<file path="src/rtl/mips32_mem_dumper.sv">
// mips32_mem_dumper: once the processor halts, reads a window of data memory
// word by word and presents each word on a valid/ready output stream.
//
//  state  | meaning
//  -------+-------------------------------------------------------------
//  IDLE   | waiting for a rising edge on halted
//  READ   | one-cycle memory read strobe at cur_addr
//  WAIT   | memory returns data; capture word and its address
//  SEND   | present word, hold until the consumer accepts it
//  DONE   | dump complete; stay here until halted drops
module mips32_mem_dumper #(
  parameter int ADDR_W = 10,
  parameter int DATA_W = 32
) (
  input  logic              clk1,
  input  logic              rst_n,
  input  logic              halted,
  input  logic [ADDR_W-1:0] start_addr,
  input  logic [ADDR_W:0]   word_count,
  output logic              mem_rd_en,
  output logic [ADDR_W-1:0] mem_addr,
  input  logic [DATA_W-1:0] mem_rd_data,
  output logic              dout_valid,
  input  logic              dout_ready,
  output logic [ADDR_W-1:0] dout_addr,
  output logic [DATA_W-1:0] dout_data,
  output logic              busy,
  output logic              done
);

  typedef enum logic [2:0] {
    S_IDLE,
    S_READ,
    S_WAIT,
    S_SEND,
    S_DONE
  } state_t;

  localparam logic [ADDR_W:0]   MAX_WORDS = {1'b1, {ADDR_W{1'b0}}};
  localparam logic [ADDR_W:0]   ONE_R     = {{ADDR_W{1'b0}}, 1'b1};
  localparam logic [ADDR_W-1:0] ONE_A     = {{(ADDR_W-1){1'b0}}, 1'b1};

  state_t            state, state_nxt;
  logic              halted_q;
  logic              halted_rise;
  logic              xfer;
  logic [ADDR_W-1:0] cur_addr;
  logic [ADDR_W-1:0] mem_addr_q;
  logic [ADDR_W:0]   remaining;

  assign halted_rise = halted & ~halted_q;
  // an abort (halted low) wins over a handshake in the same cycle
  assign xfer        = (state == S_SEND) & dout_ready & halted;

  // state register
  always_ff @(posedge clk1 or negedge rst_n) begin
    if (!rst_n) state <= S_IDLE;
    else        state <= state_nxt;
  end

  // next-state and decoded outputs
  always_comb begin
    state_nxt  = state;
    mem_rd_en  = 1'b0;
    mem_addr   = mem_addr_q;
    dout_valid = 1'b0;
    busy       = 1'b0;
    done       = 1'b0;
    case (state)
      S_IDLE: begin
        if (halted_rise) state_nxt = (word_count == '0) ? S_DONE : S_READ;
      end
      S_READ: begin
        mem_rd_en = 1'b1;
        mem_addr  = cur_addr;
        busy      = 1'b1;
        state_nxt = halted ? S_WAIT : S_IDLE;
      end
      S_WAIT: begin
        busy      = 1'b1;
        state_nxt = halted ? S_SEND : S_IDLE;
      end
      S_SEND: begin
        dout_valid = 1'b1;
        busy       = 1'b1;
        if (!halted)   state_nxt = S_IDLE;
        else if (xfer) state_nxt = (remaining == ONE_R) ? S_DONE : S_READ;
      end
      S_DONE: begin
        done = 1'b1;
        if (!halted) state_nxt = S_IDLE;
      end
      default: state_nxt = S_IDLE;
    endcase
  end

  // halted sample, dump pointers and captured output word
  always_ff @(posedge clk1 or negedge rst_n) begin
    if (!rst_n) begin
      halted_q   <= 1'b0;
      cur_addr   <= '0;
      remaining  <= '0;
      mem_addr_q <= '0;
      dout_addr  <= '0;
      dout_data  <= '0;
    end else begin
      halted_q <= halted;
      if (state == S_IDLE && halted_rise) begin
        cur_addr  <= start_addr;
        remaining <= (word_count > MAX_WORDS) ? MAX_WORDS : word_count;
      end
      if (state == S_READ) mem_addr_q <= cur_addr;
      if (state == S_WAIT) begin
        dout_data <= mem_rd_data;
        dout_addr <= cur_addr;
      end
      if (xfer) begin
        remaining <= remaining - ONE_R;
        cur_addr  <= cur_addr + ONE_A;
      end
    end
  end

endmodule

</file>
<file path="config.mk">
export PLATFORM = sky130hd
export DESIGN_NAME = mips32_mem_dumper
export DESIGN_NICKNAME = d
export VERILOG_FILES = /design/src/rtl/mips32_mem_dumper.sv
export SDC_FILE = /design/constraint.sdc
export NUM_CORES = 1
export LEC_CHECK = 0
export CAP_MARGIN = 5
export CORE_MARGIN = 3
export CORE_UTILIZATION = 45
export CTS_CLUSTER_SIZE = 24
export DETAILED_ROUTE_END_ITERATION = 6
export GPL_ROUTABILITY_DRIVEN = 0
export PLACE_DENSITY = 0.86
export SYNTH_ARGS = -nofsm -noshare
export SYNTH_HDL_FRONTEND = slang
export SYNTH_SLANG_ARGS = --single-unit
</file>
<file path="constraint.sdc">
create_clock -name clk1 -period 2.89 [get_ports clk1]
set_input_delay 0.867 -clock clk1 [delete_from_list [all_inputs] [get_ports clk1]]
set_output_delay 0.867 -clock clk1 [all_outputs]
set_load 0.01 [all_outputs]
</file>
==> run metrics <==
# DRC 0; minimum clock period 2.68 ns; htree depth 3; synthesized-area fraction occupied by adder cells 1.08%; fin. max-slew vios 0; Final nets 466; Worst Tran Pin Value 0.566 ns; CP Class reg2out; Cells after Synth 282; initial antenna violation count 0; gr usage total 19.9%; vias in the first global route 2,807; Inserted Clock Buffers 9; Die Ht 94.0 um; CTS root buffer clkbuf_8; HPWL Detailed 6370 um; vias per cell 5.51; largest net degree at the start of global routing 46; Pleak 2.15 nW; area occupied by multi-input gates 0.00148 mm2; Core Area 0.00737 mm2; PD cells 847 mW/mm2; Synth Cell Area 0.00349 mm2; setup TNS 0 ns; CTS tree yes; Synth Area in Simple Gates 12.1%; WHS 0.463 ns; maximum clock path buffer count 2; synth unique cells 50; I/O pin count 113; Max Freq 373 MHz; peak supply drop 0.451 mV; # placed instances 494; Ant. Diodes 0; sequential area share after synthesis 55.3%; number of enable flip-flop cells after synthesis 0; synthesized area per cell 12.4 um2; Overflow after GRT 0; buffer count from post-CTS setup fixing 0; post-synthesis mux area share 19.1%; Crit path largest cell delay 0.52 ns; input/output buffers 112; Sink Count 77; first-pass GRT wire length 13,700 um; asr flop ratio synth 100%; hold_buf cts 0; Routed WL 8660 um; Critical Path AT 1.81 ns; YS warnings 0; die extent in x 94.0 um; largest family of logic cells by synthesized area multiplexers; Rel. slew slack 61.9%; Synth Area in XOR/XNOR 0%; Setup crit end kind output pin; status finished clean; Vias 2,808; Main synth FF type dfrtp_1; Post-Syn Nets 342; Compound-Gate Fraction of Synth Area 9.54%; Placed Area 0.00483 mm2; Yosys reg bits 77; Pwr Total 0.00428 W; # fillers 561; initial core utilization 47.3%; cell area after layout 0.00506 mm2; crit-path max FO 9; WP data required 2.02 ns; Fin. Hold Viols 0; die footprint 0.00884 mm2; fraction of layout cells with a size suffix above 1 23.6%; clock latency on the worst-skew pair 0.35 ns; Clk pin slew, worst setup/hold paths 0.08 ns; Reg area 0.00193 mm2; CP Cell Sequence buf_4 -> nor2_1 -> and2_1 -> clkdlybuf4s50_1; clk_skew 0.00847 ns; Cell Count, Final, Fillers Out 510; area grow syn2layout 45.0%; RSZ-0062 raised after global routing no; maxcap violations 0; Hold WC Path Type in2async; final setup vio count 0; drt initial violations 170; slowest CP cell clkdlybuf4s50_1; Routed Antenna Nets 0; crit share post-route 92.8%; CP Launch Type flip-flop; Initial DRT Pass Iterations 4; Core Rows 31; wire per inst 17.0 um
## routing by layer
layer / up-vias / track usage [%] / wire [um]
li1: 1305 / - / -
met2: 108 / 32.9 / 4360
met5: - / 0 / 0
met4: 0 / 9.39 / 189
met3: 16 / 3.61 / 551
met1: 1379 / 25.3 / 3560
## kinds of logic after synthesis
kind of cell               Yosys count
buffers and inverters               26
DFF                                 77
muxes                               59
adders and majority gates            3
AOI/OAI and AO/OA                   42
and+or+nand+nor                     75
## per-stage QoR
| stage | setup slack [ns] | utilization (%) |
|---|---|---|
| after floorplan | 0.403 | - |
| after detailed placement | 0.114 | 65.6 |
| final | 0.209 | 68.6 |
| after global placement | 0.164 | 65.6 |
| after global routing | 0.144 | 68.6 |
| after CTS | 0.00277 | 68.3 |
## power by group
group | internal, W | switching (W)
registers | 0.00150 | 0.000256
clock network | 0.000405 | 0.000402
logic | 0.00106 | 0.000658
total | 0.00297 | 0.00132
## worst paths after layout
check                                               from                        end  slack (ns)  cells after the start
worst max-delay path                state[1]$_DFFE_PN0P_                       done        0.21                      4
worst min-delay path                               rst_n   remaining[1]$_DFFE_PN0P_        0.46                      1
worst max register to register  remaining[0]$_DFFE_PN0P_   remaining[8]$_DFFE_PN0P_        0.61                      6
worst min register to register   mem_addr_q[1]$_DFF_PN0_    mem_addr_q[1]$_DFF_PN0_        0.50                      1
max in group asynchronous                          rst_n  dout_data[28]$_DFFE_PN0N_        1.85                      2
min in group clk1                mem_addr_q[1]$_DFF_PN0_    mem_addr_q[1]$_DFF_PN0_        0.50                      1
## Yosys cell counts (all sizes together), types with 3 or more instances
cell    number  area (um2)
nand2       10        37.5
mux2        57         646
a21oi        3        15.0
or3          3        18.8
dfrtp       77        1930
or4          5        45.0
a32oi        4        35.0
nor4         5        31.3
nor2        18        67.6
clkbuf      13        50.0
nor3         4        20.0
inv         11        41.3
a221o        7        71.3
o21ai        5        25.0
o311ai       6        52.6
nand2b       4        25.0
nand3        9        45.0
ha           3        37.5
nor3b        3        22.5
## state kept, by name (all words and copies together) (netlist names)
register    count
cur_addr       10
dout_addr      10
dout_data      32
halted_q        1
mem_addr_q     10
remaining      11
state           3
## final cells by class
cell class                 instances  share of cell area [%]
sequential                        77                    38.1
multi-input combinational        179                    29.2
timing repair buffer             128                    25.6
clock buffer                      10                    2.52
tap                               99                    2.45
clock inverter                     6                    1.39
inverter                          11                   0.816
## placed cells by master, fill, tap and decap left out, drive strengths merged, types with 4 or more instances in the layout
cell / count
nor3: 4
or4: 5
mux2: 57
nand2: 10
nand2b: 4
inv: 13
o21ai: 5
nor2: 18
buf: 17
dlymetal6s2s: 10
a221o: 7
a32oi: 4
dfrtp: 77
clkbuf: 10
nor4: 5
o311ai: 6
clkdlybuf4s50: 101
nand3: 9
## repair_timing
item,in CTS,in global routing
hold endpoints to repair,0,0
endpoints found under the setup margin,9,10
resized for setup,1,10
## worst max-delay path: cells and delay by family, from the launching register on
| kind | cells | cell delay, ns |
|---|---|---|
| AND/OR/NAND/NOR | 2 | 0.38 |
| buffers and inverters | 2 | 0.69 |
| flip-flops | 1 | 0.40 |
Power figures use the tool's default switching activity.
